==> src/rtl/alu_pkg.sv <==
// alu_pkg: opcodes and FSM state encoding for alu_mc (state set depends on ALU_MUL_EN)
package alu_pkg;
  localparam logic [3:0] ALU_ADD  = 4'b0000;
  localparam logic [3:0] ALU_SUB  = 4'b0001;
  localparam logic [3:0] ALU_AND  = 4'b0010;
  localparam logic [3:0] ALU_OR   = 4'b0011;
  localparam logic [3:0] ALU_XOR  = 4'b0100;
  localparam logic [3:0] ALU_SLL  = 4'b0101;
  localparam logic [3:0] ALU_SRL  = 4'b0110;
  localparam logic [3:0] ALU_SRA  = 4'b0111;
  localparam logic [3:0] ALU_SLT  = 4'b1000;
  localparam logic [3:0] ALU_SLTU = 4'b1001;
  localparam logic [3:0] ALU_MUL  = 4'b1010;
`ifdef ALU_MUL_EN
  typedef enum logic [1:0] {S_IDLE, S_EXEC, S_DONE} state_t;
`else
  typedef enum logic [1:0] {S_IDLE, S_DONE} state_t;
`endif
endpackage

==> src/rtl/alu_mc_comb.sv <==
// alu_mc_comb: single-cycle function unit producing result, Zero, Carry and Overflow
module alu_mc_comb
  import alu_pkg::*;
#(
  parameter int N   = 32,
  parameter int SHW = $clog2(N)
) (
  input  logic [N-1:0] a,
  input  logic [N-1:0] b,
  input  logic [3:0]   ctrl,
  output logic [N-1:0] result,
  output logic         zero,
  output logic         carry,
  output logic         overflow
);
  logic [N:0]     sum;
  logic [N:0]     diff;
  logic [SHW-1:0] sh;
  // decode the op; sub carry is the inverted borrow, unknown codes give zero
  always_comb begin
    sum      = {1'b0, a} + {1'b0, b};
    diff     = {1'b0, a} - {1'b0, b};
    sh       = b[SHW-1:0];
    result   = '0;
    carry    = 1'b0;
    overflow = 1'b0;
    case (ctrl)
      ALU_ADD: begin
        result   = sum[N-1:0];
        carry    = sum[N];
        overflow = (a[N-1] == b[N-1]) && (sum[N-1] != a[N-1]);
      end
      ALU_SUB: begin
        result   = diff[N-1:0];
        carry    = ~diff[N];
        overflow = (a[N-1] != b[N-1]) && (diff[N-1] != a[N-1]);
      end
      ALU_AND:  result = a & b;
      ALU_OR:   result = a | b;
      ALU_XOR:  result = a ^ b;
      ALU_SLL:  result = a << sh;
      ALU_SRL:  result = a >> sh;
      ALU_SRA:  result = $signed(a) >>> sh;
      ALU_SLT:  result = {{(N-1){1'b0}}, $signed(a) < $signed(b)};
      ALU_SLTU: result = {{(N-1){1'b0}}, a < b};
      default:  result = '0;
    endcase
    zero = result == '0;
  end
endmodule

==> src/rtl/alu_mc.sv <==
// alu_mc: handshaked multi-cycle ALU; define ALU_MUL_EN to build the iterative multiplier
module alu_mc
  import alu_pkg::*;
#(
  parameter int N   = 32,
  parameter int SHW = $clog2(N)
) (
  input  logic         clk,
  input  logic         rst_n,
  input  logic         InValid,
  output logic         InReady,
  input  logic [N-1:0] A,
  input  logic [N-1:0] B,
  input  logic [3:0]   ALUCtrl,
  output logic         OutValid,
  input  logic         OutReady,
  output logic [N-1:0] ALUResult,
  output logic         Zero,
  output logic         Carry,
  output logic         Overflow,
  output logic         Busy
);
  state_t       state_q, state_d;
  logic [N-1:0] res_q, res_d;
  logic         zero_q, zero_d, carry_q, carry_d, ovf_q, ovf_d;
  logic [N-1:0] c_res;
  logic         c_zero, c_carry, c_ovf;
  logic         accept;

  alu_mc_comb #(.N(N), .SHW(SHW)) u_comb (
    .a(A), .b(B), .ctrl(ALUCtrl),
    .result(c_res), .zero(c_zero), .carry(c_carry), .overflow(c_ovf)
  );

  assign InReady   = (state_q == S_IDLE) || (state_q == S_DONE && OutReady);
  assign accept    = InValid && InReady;
  assign OutValid  = state_q == S_DONE;
  assign ALUResult = res_q;
  assign Zero      = zero_q;
  assign Carry     = carry_q;
  assign Overflow  = ovf_q;

`ifdef ALU_MUL_EN
  localparam int CW = SHW + 1;
  logic [N-1:0]  mcand_q, mcand_d, mplier_q, mplier_d, acc_q, acc_d, acc_sum;
  logic [CW-1:0] cnt_q, cnt_d;
  assign Busy = state_q == S_EXEC;
`else
  assign Busy = 1'b0;
`endif

  // next state: accept from IDLE/consumed DONE, iterate shift-add in EXEC, drop to IDLE once consumed
  always_comb begin
    state_d = state_q;
    res_d   = res_q;
    zero_d  = zero_q;
    carry_d = carry_q;
    ovf_d   = ovf_q;
`ifdef ALU_MUL_EN
    mcand_d  = mcand_q;
    mplier_d = mplier_q;
    acc_d    = acc_q;
    cnt_d    = cnt_q;
    acc_sum  = acc_q + (mplier_q[0] ? mcand_q : '0);
`endif
    if (accept) begin
`ifdef ALU_MUL_EN
      if (ALUCtrl == ALU_MUL) begin
        state_d  = S_EXEC;
        mcand_d  = A;
        mplier_d = B;
        acc_d    = '0;
        cnt_d    = CW'(N);
      end else
`endif
      begin
        state_d = S_DONE;
        res_d   = c_res;
        zero_d  = c_zero;
        carry_d = c_carry;
        ovf_d   = c_ovf;
      end
    end
`ifdef ALU_MUL_EN
    else if (state_q == S_EXEC) begin
      acc_d    = acc_sum;
      mcand_d  = mcand_q << 1;
      mplier_d = mplier_q >> 1;
      cnt_d    = cnt_q - CW'(1);
      if (cnt_q == CW'(1)) begin
        state_d = S_DONE;
        res_d   = acc_sum;
        zero_d  = acc_sum == '0;
        carry_d = 1'b0;
        ovf_d   = 1'b0;
      end
    end
`endif
    else if (state_q == S_DONE && OutReady) begin
      state_d = S_IDLE;
    end
  end

  // state and output registers; async reset discards any in-flight result
  always_ff @(posedge clk or negedge rst_n) begin
    if (!rst_n) begin
      state_q  <= S_IDLE;
      res_q    <= '0;
      zero_q   <= 1'b0;
      carry_q  <= 1'b0;
      ovf_q    <= 1'b0;
`ifdef ALU_MUL_EN
      mcand_q  <= '0;
      mplier_q <= '0;
      acc_q    <= '0;
      cnt_q    <= '0;
`endif
    end else begin
      state_q  <= state_d;
      res_q    <= res_d;
      zero_q   <= zero_d;
      carry_q  <= carry_d;
      ovf_q    <= ovf_d;
`ifdef ALU_MUL_EN
      mcand_q  <= mcand_d;
      mplier_q <= mplier_d;
      acc_q    <= acc_d;
      cnt_q    <= cnt_d;
`endif
    end
  end
endmodule

==> config.mk <==
export PLATFORM = sky130hd
export DESIGN_NAME = alu_mc
export DESIGN_NICKNAME = d
export VERILOG_FILES = /design/src/rtl/alu_pkg.sv /design/src/rtl/alu_mc_comb.sv /design/src/rtl/alu_mc.sv
export SDC_FILE = /design/constraint.sdc
export NUM_CORES = 1
export LEC_CHECK = 0
export ABC_CLOCK_PERIOD_IN_PS = 2300
export BUFFER_PORTS_ARGS = -buffer_cell sky130_fd_sc_hd__buf_2
export CAP_MARGIN = 20
export CORE_MARGIN = 4
export CORE_UTILIZATION = 40
export DETAILED_ROUTE_END_ITERATION = 10
export SLEW_MARGIN = 20
export SYNTH_ARGS = -nofsm -noshare
export SYNTH_HDL_FRONTEND = slang
export SYNTH_HIERARCHICAL = 1
export SYNTH_SLANG_ARGS = --single-unit
==> constraint.sdc <==
create_clock -name clk -period 2.3 [get_ports clk]
set_input_delay 0.345 -clock clk [delete_from_list [all_inputs] [get_ports clk]]
set_output_delay 0.345 -clock clk [all_outputs]
set_load 0.005 [all_outputs]
Yosys cells after proc, flatten, opt, wreduce, memory -nomap -nowiden
Index checks and enable logic that the tools add are counted.

Bitwise gates (word level): 4. Equal/unequal tests: 14. Multiplexer cells: 5. Shift operators: 3. $lt $le $gt $ge: 2. Reductions and logical operators: 9. Add/subtract/negate cells: 2.

Operators by type and width (number): 32-bit one-hot mux with 10 select lines (1); 32-bit < comparator (2); 32-bit by 32-bit adder with 33-bit output (1); 32-bit by 32-bit subtractor with 33-bit output (1); 32-bit bitwise AND (1); 32-bit zero test (1); 32-bit bitwise OR (1); 32-bit by 5-bit << shifter with 32-bit output (1); 32-bit by 5-bit right shift with 32-bit output (1); 32-bit by 5-bit >>> shifter with 32-bit output (1); 32-bit XOR (1); 4-bit by 3-bit == test with 1-bit output (second input constant) (4); 4-bit by 2-bit == test with 1-bit output (second input constant) (2); 4-bit == test (second input constant) (2); 4-bit by 1-bit == test with 1-bit output (second input constant) (1); 1-bit logical AND (4); 4-bit zero test (1); 2-bit two-way mux (2); 1-bit one-hot mux with 2 select lines (2); 1-bit inequality test (3); 2-bit by 1-bit == test with 1-bit output (second input constant) (1); 2-bit zero test (1); 2-bit nonzero test (1); 1-bit == test (1); other kinds (2) (2).

Output and inout bits: 38. Register bits: 37.

Longest topological paths before layout
Gate-level depths: netlist of run 1.

Depth in word-level cells: 5. Depth in mapped cells: 17.

By module
Netlist of run 1, hierarchy kept.

Modules (own cells, without submodules): alu_mc_comb (area an instance 10407.5 µm², seq. area each 0.0 µm², cells each 1484, instances 1); alu_mc (area an instance 1483.9 µm², seq. area each 900.9 µm², cells each 79, instances 1).

Worst setup path before layout of run 1
OpenSTA, ideal clock, no wires.

Path type: input to register. Start: input B[2]. End: register zero_q, in the netlist Zero. Library setup time: 0.064 ns. Data required time: 2.236 ns. Buffers on the path: 4. Data arrival time: 4.501 ns. Setup slack: -2.265 ns. Cell stages on the path: 17. Path through: inv_2 buf_2 buf_2 buf_1 clkbuf_1 ha_1 a21o_1 a221oi_2 o221ai_1 or4_1 and2_1 a21oi_1 o2bb2ai_1 o2111ai_1 or4_1 nor3_2 mux2_4.

Cells in the longest elaborated chain, start to end: 3. Elaborated cells on any way between the ends: 12. Those cells by class: add/sub (2); order compare (2); shift (3); mux (1); bitwise (3); reduce/logical (1).

RTL lines: start, declared (RTL line alu_mc.sv:13) `input logic [N-1:0] B,`; 32-bit by 32-bit subtractor with 33-bit output (tied with other cells) (RTL line alu_mc_comb.sv:22) `diff = {1'b0, a} - {1'b0, b};`; 32-bit one-hot mux with 10 select lines * (RTL line alu_mc_comb.sv:27) `case (ctrl)`; net c_res[24] (RTL line alu_mc.sv:26) `logic [N-1:0] c_res;`; 32-bit zero test * (RTL line alu_mc_comb.sv:48) `zero = result == '0;`; net c_zero (RTL line alu_mc.sv:27) `logic c_zero, c_carry, c_ovf;`; end signal, assigned (RTL line alu_mc.sv:121) `zero_q <= zero_d;`; end, declared (RTL line alu_mc.sv:25) `logic zero_q, zero_d, carry_q, carry_d, ovf_q, ovf_d;`.

Mark *: on every way through the listed nets, which the timed path passes. The rest lies on a longest branch. A chain may end at the register's enable or synchronous reset.

Final worst setup path of run 1
Start: input ALUCtrl[1]. End: register zero_q, in the netlist Zero.

Cells in the longest elaborated chain, start to end: 3. Elaborated cells on any way between the ends: 12. Those cells by class: eq/ne (9); mux (1); reduce/logical (2).

RTL lines: start, declared (RTL line alu_mc.sv:14) `input logic [3:0] ALUCtrl,`; 4-bit == test (tied with other cells) (RTL line alu_mc_comb.sv:27); 32-bit one-hot mux with 10 select lines * (RTL line alu_mc_comb.sv:27); net c_res[9] (RTL line alu_mc.sv:26); 32-bit zero test * (RTL line alu_mc_comb.sv:48); net c_zero (RTL line alu_mc.sv:27).

Marked as above.

==> results of run 1 <==
## cells in the final DEF, fill, tap and decap left out, types with 36 or more instances in the layout
cell type,instances
o21ai_0,55
inv_1,79
nor3_1,38
nor2_1,125
dfrtp_1,36
buf_6,68
a21oi_1,73
ha_1,76
mux2_4,45
buf_2,95
buf_4,713
nand2_1,109
mux2i_1,42
## report_power, final
group	total (mW)	leakage, nW	switching, mW	internal, mW
Sequential	0.841	0.455	0.0742	0.766
Clock	0.665	0.0712	0.234	0.431
Combinational	5.56	9.22	2.79	2.77
## what timing repair did
item,in CTS,in global routing
setup buffers,54,46
gates cloned,4,2
resized for setup,291,193
setup endpoints to repair,35,35
pin swaps,99,69
## area by class of cell
type | instances | area, um2
fillers | 2190 | 7720
clock buffers | 8 | 146
flip-flops and latches | 36 | 901
repair buffers | 911 | 7260
well taps | 384 | 480
multi-input cells | 1307 | 12100
inverters | 97 | 432
## logic make-up (layout without fill, tap and decap cells)
family / count (synthesis) / after routing / synth area share
AO/OA/AOI/OAI: 489 / 489 / 0.292
XOR/XNOR: 9 / 9 / 0.00663
adder cells (fa/ha/maj): 103 / 103 / 0.110
buffers and inverters: 220 / 1016 / 0.0822
flip-flops: 36 / 36 / 0.0758
multiplexers: 181 / 181 / 0.210
other: 1 / 1 / 0.000315
AND/OR/NAND/NOR: 524 / 524 / 0.224
## per-layer routing
layer  global-route usage  vias up  routed length, um
li1                     -     7563                  -
met1                0.561     8487              28900
met2                0.651     1231              32300
met3               0.0464      269               7470
met4                0.203        2               4670
met5                    0        -                 13
## Yosys cell counts, types with 11 or more instances
cell type and n:
mux4_2 31, a211oi_1 23, and2_1 11, mux2_4 35
mux2i_1 66, nor4_1 20, nor2b_1 26, mux2_2 45
o21ai_0 75, buf_2 32, dfrtp_1 36, o211ai_1 29
a21o_1 20, a22oi_1 13, nand2_1 117, o31ai_1 12
inv_1 93, nand4_1 15, nand3_1 33, nand2b_1 20
nor3_1 47, o2111ai_1 11, ha_1 101, o22ai_1 42
a21oi_1 90, buf_1 13, a2111oi_0 11, a221oi_1 19
nand3b_1 12, a31oi_1 11, nor2_1 150, o221ai_1 16
clkbuf_1 63
## per-stage QoR
step / util / setup slack (ns) / instances
2_1_floorplan: - / -1.39 / 1563
3_3_place_gp: 0.624 / -2.31 / 2645
3_5_place_dp: 0.624 / -2.31 / 2645
4_1_cts: 0.693 / -1.32 / 2704
5_1_grt: 0.734 / -1.43 / 2743
6_report: 0.734 / -1.44 / 2743
## flip-flops by register name, indices dropped and copies added, names as in the netlist
name / cells
state_q: 1
Zero: 1
Overflow: 1
Carry: 1
ALUResult: 32
## worst max path at each step
stage	endpoint	startpoint	slack [ns]	depth (start not counted)
final	Zero$_DFFE_PN0P_	ALUCtrl[1]	-1.44	15
after global routing	Zero$_DFFE_PN0P_	B[0]	-1.43	18
after CTS	Zero$_DFFE_PN0P_	B[1]	-1.32	15
after detailed placement	Zero$_DFFE_PN0P_	B[0]	-2.31	15
after global placement	Zero$_DFFE_PN0P_	B[0]	-2.31	15
after floorplan	Zero$_DFFE_PN0P_	B[2]	-1.39	17
==> flow_summary.yaml, run 1 <==
route:
  vias: 17600
  drc: 0
  drt-total-wl_um: 73400
  ant_nets: 0
  drt_first_iter_violations: 2455
  routedWlPerCell_um: 26.8
  via_per_inst: 6.40
  first_pass_iters: 9
pwr:
  finalPower_mw: 7.06
  p_leak_nw: 9.74
  p_per_area_nw_per_um2: 332
  ir_worst_vdd_mv: 0.251
floorplanning:
  rows: 62
  coreArea_um2: 29000
  die_w_um: 180
  io_pins: 110
  initial_core_util: 0.410
  die_y_um: 180
  dieArea_um2: 32600
layout:
  syn_to_final_growth_pct: 79.1
  drive_gt1_frac: 0.566
  fin_area_um2: 21300
  nets: 2533
  n_antenna_cell: 0
global_routing:
  track_usage: 0.412
  gr-total-overflow: 0
  antenna_found_initial: 1
  grt_pass1_vias: 16600
  grt_max_degree: 37
  grt_pass1_wl_um: 104000
cts:
  cts-buffers-inserted: 5
  clockBufferDepth: 2
  clock-sinks: 36
  clockRootBuffer: "clkbuf_16"
  htree_levels: 2
  clk_pin_slew_ns: 0.05
  hold_buffers: 0
  worstSkewPairLatency_ns: 0.28
  cts_tree: "done"
sta:
  holdWs_ns: 0.139
  hold_viol: 0
  finalCritPeriodShare: 1.62
  fin_setup_tns_ns: -24.86
  fmax_ghz: 0.268
  slew_headroom: 0.483
  final.setup_skew_ns: 0.00296
  drv_slew: 0
  final-setup-viol-count: 35
  period_needed_ns: 3.74
  worst_slack_ns: -1.44
  rsz0062_at_grt: "yes"
  worst_pin_slew_ns: 0.767
logic_synthesis:
  yosysTopAreaCellShare: 0.106
  avgSynthCellArea_um2: 7.61
  ys.flop_type: "dfrtp_1"
  synthTopCellsByArea: "ha_1 11%, dfrtp_1 7.6%, mux4_2 5.9%"
  syn_area_um2: 11900
  yosysTopAreaCell: "ha_1"
  yosysWarningCount: 6
  synthesis.nets: 1738
  synthCells: 1563
  synth_enable_flop_cells: 0
  synth_async_sr_flop_share: 1.00
  synth_cell_types: 102
  ys_seq_area_frac: 0.0758
  yosys_register_bits: 36
critical_path:
  r2r-start: "state_q[0]$_DFFE_PN0P_"
  timing.rr.end: "ALUResult[27]$_DFFE_PN0P_"
  crit_type: "in -> reg"
  crit_chain: "buf_2 -> buf_4 -> buf_12 -> nor2b_1 -> a22oi_1 -> o22ai_1 -> a221o_1 -> nand4b_1 -> a221o_1 -> nor4_2 -> nor4b_2 -> buf_4 -> nand4b_1 -> nor3_2 -> mux2_4"
  crit_required_ns: 2.52
  slowest_delay_ns: 0.45
  cpMaxStageDelayCell: "a221o_1"
  reg2regPathDepth: 3
  cp.arrival_ns: 3.95
  path_max_fanout: 12
  start_kind: "input port"
  worst-path-buf-inv: 4
  rrSetupSlack_ns: 0.85
  worst_setup_path_end_kind: "register"
  critical-path-top-delay-family: "simple AND/OR/NAND/NOR gates"
flow_run:
  cap_violations: 0
place:
  place_hpwl_um: 58100
  numPortBuffers: 108
  place_congestion: 1.14
  placed_area_um2: 18100
run_status:
  violations: "negative setup slack"
  status: "complete, but fails checks"
min_path:
  min_path_type: "in -> async"
Note: power is estimated with default switching activity, not from simulation.
==> inputs of run 2 (changes only) <==
- CELL_PAD_IN_SITES_DETAIL_PLACEMENT: unset -> 1
- CELL_PAD_IN_SITES_GLOBAL_PLACEMENT: unset -> 2
- PLACE_DENSITY_LB_ADDON: unset -> 0.1
==> run 2 against run 1 <==
  * The flow now stops in global routing
  * Synthesized cell count did not move
  * Area after synthesis is the same
==> flow_summary.yaml, run 2 <==
run_status:
  status: "stopped before the end"
  lastStage: "global routing"
  error_message: "[ERROR GRT-0116] Global routing finished with congestion. Check the congestion regions in the DRC Viewer."
logic_synthesis:
  synth_cell_types: 102
  synthTopCellsByArea: "ha_1 11%, dfrtp_1 7.6%, mux4_2 5.9%"
  yosysTopAreaCell: "ha_1"
  syn_area_um2: 11900
  ys_seq_area_frac: 0.0758
  yosysTopAreaCellShare: 0.106
  synthesis.nets: 1738
  synth_async_sr_flop_share: 1.00
  yosys_register_bits: 36
  ys.flop_type: "dfrtp_1"
  yosys-top-cells-count: "150 x nor2_1, 117 x nand2_1, 101 x ha_1, 93 x inv_1, 90 x a21oi_1"
  yosysWarningCount: 6
  synth_enable_flop_cells: 0
  avgSynthCellArea_um2: 7.61
  synthCells: 1563
  synth.most_common_cell: "nor2_1"
cts:
  cts-buffers-inserted: 5
  clockBufferDepth: 2
  htree_levels: 2
  clock-sinks: 36
  clockRootBuffer: "clkbuf_16"
  hold_buffers: 0
floorplanning:
  die_y_um: 180
  rows: 62
  initial_core_util: 0.410
  io_pins: 110
  die_w_um: 180
global_routing:
  gr-total-overflow: 9
  grt_max_degree: 39
  grt_pass1_vias: 24300
  grt_pass1_wl_um: 163000
  track_usage: 0.663
place:
  place_congestion: 1.21
  place_hpwl_um: 65000
  numPortBuffers: 108
  pre_cts_ws_ns: -2.16
-- run 2: kinds of logic after synthesis --
logic type      Yosys count  share of synthesized area
simple gates            524                      0.224
compound gates          489                      0.292
fa+ha+maj               103                      0.110
other cells               1                   0.000315
buf+inv                 220                     0.0822
xor+xnor                  9                    0.00663
mux                     181                      0.210
flops                    36                     0.0758
-- run 2: repair_timing --
| item | CTS |
|---|---|
| resized for setup | 375 |
| endpoints found under the setup margin | 35 |
| gates cloned | 1 |
| pin swaps | 94 |
| buffers inserted | 57 |
-- run 2: metrics by stage --
step	utilization	cells	cell area, um2
after detailed placement	0.620	2641	18000
after global placement	0.620	2641	18000
after floorplan	-	1563	12300
after CTS	0.701	2698	20300
-- run 2: routing by layer --
layer,GRT usage,GRT overflow
met5,0.142,0
met3,0.467,0
met1,0.652,0
met4,0.657,6
met2,0.880,3
==> inputs of run 3 (changes only) <==
- CELL_PAD_IN_SITES_DETAIL_PLACEMENT: 1 -> unset
- CELL_PAD_IN_SITES_GLOBAL_PLACEMENT: 2 -> unset
- CORE_UTILIZATION: 40 -> 25
- PLACE_DENSITY_LB_ADDON: 0.1 -> 0.15
==> run 3 against run 2 <==
  * The flow now finishes, with violations (negative setup slack)
==> flow_summary.yaml, run 3 (synthesis results as in run 1) <==
run_status:
  status: "complete, but fails checks"
  violations: "negative setup slack"
place:
  dp_cells: 2922
  pre_cts_ws_ns: -2.04
  numPortBuffers: 108
  place_hpwl_um: 63500
  place_congestion: 1.05
cts:
  clockBufferDepth: 2
  clock-sinks: 36
  hold_buffers: 0
  htree_levels: 2
  clockRootBuffer: "clkbuf_16"
  cts_tree: "done"
  cts-buffers-inserted: 5
  clk_pin_slew_ns: 0.05
  worstSkewPairLatency_ns: 0.28
sta:
  final-setup-viol-count: 35
  rsz0062_at_grt: "yes"
  slew_headroom: 0.432
  hold_viol: 0
  finalCritPeriodShare: 1.58
  worst_slack_ns: -1.33
  fin_setup_tns_ns: -22.81
  drv_slew: 0
  period_needed_ns: 3.63
  fmax_ghz: 0.275
  final.setup_skew_ns: 0.00249
  worst_pin_slew_ns: 0.845
global_routing:
  grt_pass1_wl_um: 109000
  grt_max_degree: 37
  grt_pass1_vias: 16300
  gr-total-overflow: 0
  track_usage: 0.285
  antenna_found_initial: 2
route:
  routedWlPerCell_um: 25.4
  drc: 0
  vias: 16700
  ant_nets: 0
  drt_first_iter_violations: 1369
  via_per_inst: 5.54
  first_pass_iters: 5
  drt-total-wl_um: 76500
critical_path:
  cp_common_cell: "buf_12"
  path_max_fanout: 5
  rrSetupSlack_ns: 0.98
  crit_chain: "buf_12 -> buf_12 -> buf_12 -> mux2i_4 -> buf_4 -> nor2_1 -> a32oi_1 -> o211ai_1 -> a2111oi_4 -> buf_4 -> or4b_4 -> or4_4 -> nor4_4 -> nand4b_1 -> nor3_2 -> mux2_4"
  cp.arrival_ns: 3.85
  crit_required_ns: 2.52
  critical-path-top-delay-family: "simple AND/OR/NAND/NOR gates"
  timing.rr.end: "ALUResult[7]$_DFFE_PN0P_"
  worst-path-buf-inv: 5
  crit_start: "B[0]"
  start_kind: "input port"
  slowest_delay_ns: 0.48
  reg2regPathDepth: 4
  crit_type: "in -> reg"
  r2r-start: "state_q[0]$_DFFE_PN0P_"
  worst_setup_path_end_kind: "register"
  cpMaxStageDelayCell: "or4b_4"
pwr:
  finalPower_mw: 7.21
  p_leak_nw: 10.1
  ir_worst_vdd_mv: 0.231
  p_per_area_nw_per_um2: 324
floorplanning:
  die_y_um: 226
  initial_core_util: 0.254
  dieArea_um2: 51100
  io_pins: 110
  die_w_um: 226
  rows: 79
  coreArea_um2: 46800
layout:
  final_cell_mix: "759 x buf_4, 128 x nor2_1, 111 x nand2_1"
  regArea_um2: 901
  drive_gt1_frac: 0.579
  nets: 2576
  syn_to_final_growth_pct: 86.9
  multi_input_area_um2: 12300
  fillers: 4656
  largest_register_ffs: 32
  mostFrequentLayoutCell: "buf_4"
  n_antenna_cell: 0
  finalNonFillerCells: 3009
min_path:
  min_path_type: "in -> async"
flow_run:
  cap_violations: 0
==> run 3: what timing repair did <==
item | in CTS | in global routing
pin swaps | 82 | 89
buffers inserted | 58 | 45
resized for setup | 343 | 164
gates cloned | 2 | 2
endpoints found under the setup margin | 35 | 35
==> run 3: how the worst max path moves through the flow <==
stage / end / slack [ns] / depth (start not counted)
floorplan: Zero$_DFFE_PN0P_ / -1.39 / 17
global placement: Zero$_DFFE_PN0P_ / -2.26 / 15
detailed placement: Zero$_DFFE_PN0P_ / -2.04 / 17
CTS: Zero$_DFFE_PN0P_ / -1.28 / 17
global route: Zero$_DFFE_PN0P_ / -1.41 / 16
finish: Zero$_DFFE_PN0P_ / -1.33 / 16
==> run 3: where the power goes <==
part / leakage (nW) / total [mW] / switching [mW] / internal [mW]
Combinational: 9.55 / 5.70 / 2.82 / 2.88
Clock: 0.0766 / 0.667 / 0.241 / 0.426
Sequential: 0.455 / 0.841 / 0.0747 / 0.766
Total: 10.1 / 7.21 / 3.14 / 4.07
==> run 3: per-layer routing <==
layer | wire length (um) | track usage
met1 | 34400 | 0.401
met2 | 34800 | 0.466
met3 | 4650 | 0.0289
met4 | 2610 | 0.0776
met5 | 28 | 0
==> run 3: through the flow <==
step,hold slack (ns),instance area [um2],util
6_report,0.150,22200,0.475
5_1_grt,0.233,22200,0.475
4_1_cts,0.177,21100,0.452
3_5_place_dp,0.483,18900,0.404
3_3_place_gp,0.474,18900,0.404
2_1_floorplan,0.0494,12300,-
==> run 3: final cells by class <==
type / count / area share
Sequential cell: 36 / 0.0405
Tap cell: 607 / 0.0342
Clock buffer: 6 / 0.00625
Multi-Input combinational cell: 1307 / 0.553
Inverter: 97 / 0.0194
Timing Repair Buffer: 954 / 0.346
Clock inverter: 2 / 0.000450
==> run 3: worst register-to-register path, stage by stage (launching register included) <==
cell      delay (ns)
dfrtp_1         0.38
nand2b_4        0.08
nand2_4         0.15
buf_12          0.25
mux2_4          0.35
==> inputs of run 4 (changes only) <==
- CORE_ASPECT_RATIO: unset -> 1.1
==> run 4 against run 3 <==
  * The flow still finishes with violations (negative setup slack)
  * Hold slack worse by 0.0082 ns
  * Clock power is 3.1% higher
  * Critical path depth stayed put
  * Clock-buffer cell count is 1 higher
  * Sequential share of layout area is 0.22 points higher
  * Clock skew is 0.00066 ns higher
  * Global-route usage is 0.16 points lower
  * Fmax is 0.77% higher
  * Flip-flop and latch count stayed put
  * Largest power group unchanged
  * Highest routed layer is now met4
==> flow_summary.yaml, run 4 (synthesis results as in run 1) <==
cts:
  clock-sinks: 36
  cts_tree: "done"
  clockRootBuffer: "clkbuf_16"
  clk_pin_slew_ns: 0.05
  clockBufferDepth: 2
  cts-buffers-inserted: 5
  htree_levels: 2
  worstSkewPairLatency_ns: 0.28
global_routing:
  grt_max_degree: 37
  antenna_found_initial: 0
  grt_pass1_vias: 16700
  grt_pass1_wl_um: 110000
  track_usage: 0.283
  gr-total-overflow: 0
layout:
  largest_register_ffs: 32
  final_cell_mix: "761 x buf_4, 135 x nor2_1, 113 x nand2_1"
  drive_gt1_frac: 0.547
  final_util: 0.450
  syn_to_final_growth_pct: 77.2
  nets: 2540
  mostFrequentLayoutCell: "buf_4"
place:
  place_hpwl_um: 63900
  place_congestion: 1.03
  numPortBuffers: 108
floorplanning:
  initial_core_util: 0.254
  rows: 83
  die_w_um: 216
  die_y_um: 237
  dieArea_um2: 51100
  coreArea_um2: 46800
  io_pins: 110
critical_path:
  cp.arrival_ns: 3.77
  start_kind: "input port"
  crit_required_ns: 2.46
  crit_type: "in -> reg"
  worst_setup_path_end_kind: "register"
  path_max_fanout: 5
run_status:
  status: "complete, but fails checks"
  violations: "negative setup slack"
sta:
  fmax_ghz: 0.277
  final-setup-viol-count: 35
  finalCritPeriodShare: 1.57
  period_needed_ns: 3.61
  drv_slew: 0
  hold_viol: 0
  worst_slack_ns: -1.31
  holdWs_ns: 0.141
  worst_pin_slew_ns: 0.847
  slew_headroom: 0.431
  final.setup_skew_ns: 0.00314
  rsz0062_at_grt: "yes"
flow_run:
  cap_violations: 0
route:
  drt-total-wl_um: 76600
  vias: 16400
  via_per_inst: 5.47
  ant_nets: 0
  routedWlPerCell_um: 25.5
  drt_first_iter_violations: 1355
  drc: 0
  first_pass_iters: 5
pwr:
  p_per_area_nw_per_um2: 329
  ir_worst_vdd_mv: 0.382
  p_leak_nw: 9.67
  finalPower_mw: 6.93
min_path:
  min_path_type: "in -> async"
## run 4: changes by cell type in the layout (fill, tap and decap cells not counted), moves of 8 or more
cell | before | now
mux2i_1 | 45 | 56
a21oi_2 | 19 | 11
buf_6 | 58 | 39
mux2_4 | 57 | 42
buf_12 | 33 | 17
mux2_2 | 23 | 38
mux2i_4 | 17 | 4
a21oi_1 | 66 | 74
## run 4: where the power goes
part / switching (mW) / internal (mW)
combinational: 2.70 / 2.69
sequential: 0.0734 / 0.766
clock: 0.235 / 0.454
total: 3.01 / 3.91
## run 4: cell type report
type / count / area [um2]
flip-flops and latches: 36 / 901
diodes: 1 / 2.50
inverters: 97 / 433
well taps: 637 / 797
repair buffers: 918 / 7060
clock buffers: 7 / 153
multi-input cells: 1307 / 11700
fillers: 4703 / 25800
## run 4: path summary, 6_finish.rpt
check | cells after the start | from | endpoint | slack [ns]
max reg2reg | 4 | state_q[0]$_DFFE_PN0P_ | ALUResult[3]$_DFFE_PN0P_ | 0.91
min reg2reg | 1 | ALUResult[14]$_DFFE_PN0P_ | ALUResult[14]$_DFFE_PN0P_ | 0.50
max | 16 | B[0] | ALUResult[28]$_DFFE_PN0P_ | -1.31
min in group clk | 2 | InValid | state_q[0]$_DFFE_PN0P_ | 0.31
min | 1 | rst_n | ALUResult[9]$_DFFE_PN0P_ | 0.14
max in group asynchronous | 1 | rst_n | ALUResult[27]$_DFFE_PN0P_ | 1.66
## run 4: metrics by stage
step	setup TNS (ns)	cell area (um2)	worst slack (ns)	cells
after floorplan	-18.70	12300	-1.39	1563
after global placement	-42.44	18600	-1.99	2928
after global routing	-25.90	21100	-1.43	3002
after CTS	-22.42	20200	-1.28	2977
after detailed placement	-43.34	18600	-1.97	2928
final	-23.00	21100	-1.31	3003
## run 4: metal layers
metal,track usage,up-vias,wire length [um]
met4,0.119,0,3940
met1,0.378,8079,33600
met3,0.0191,168,3550
met2,0.475,618,35500
met5,0,-,0
li1,-,7574,-
## run 4: timing repair
action                                  in CTS  in global routing
hold buffers                                 0                  0
resized for setup                          237                129
endpoints found under the setup margin      35                 35
hold endpoints to repair                     0                  0
setup buffers                               45                 31
pin swaps                                   75                 68
## run 4: worst max-delay path, stage by stage
cell and delay [ns]:
buf_12 0.13, ha_4 0.16, fa_2 0.36, a21o_1 0.25, a221oi_4 0.36, buf_4 0.18
o221ai_4 0.12, or4_4 0.58, and2_4 0.17, buf_6 0.12, a41oi_4 0.20, nor2_2 0.06
a211oi_2 0.28, buf_4 0.17, inv_1 0.03, mux2_2 0.25
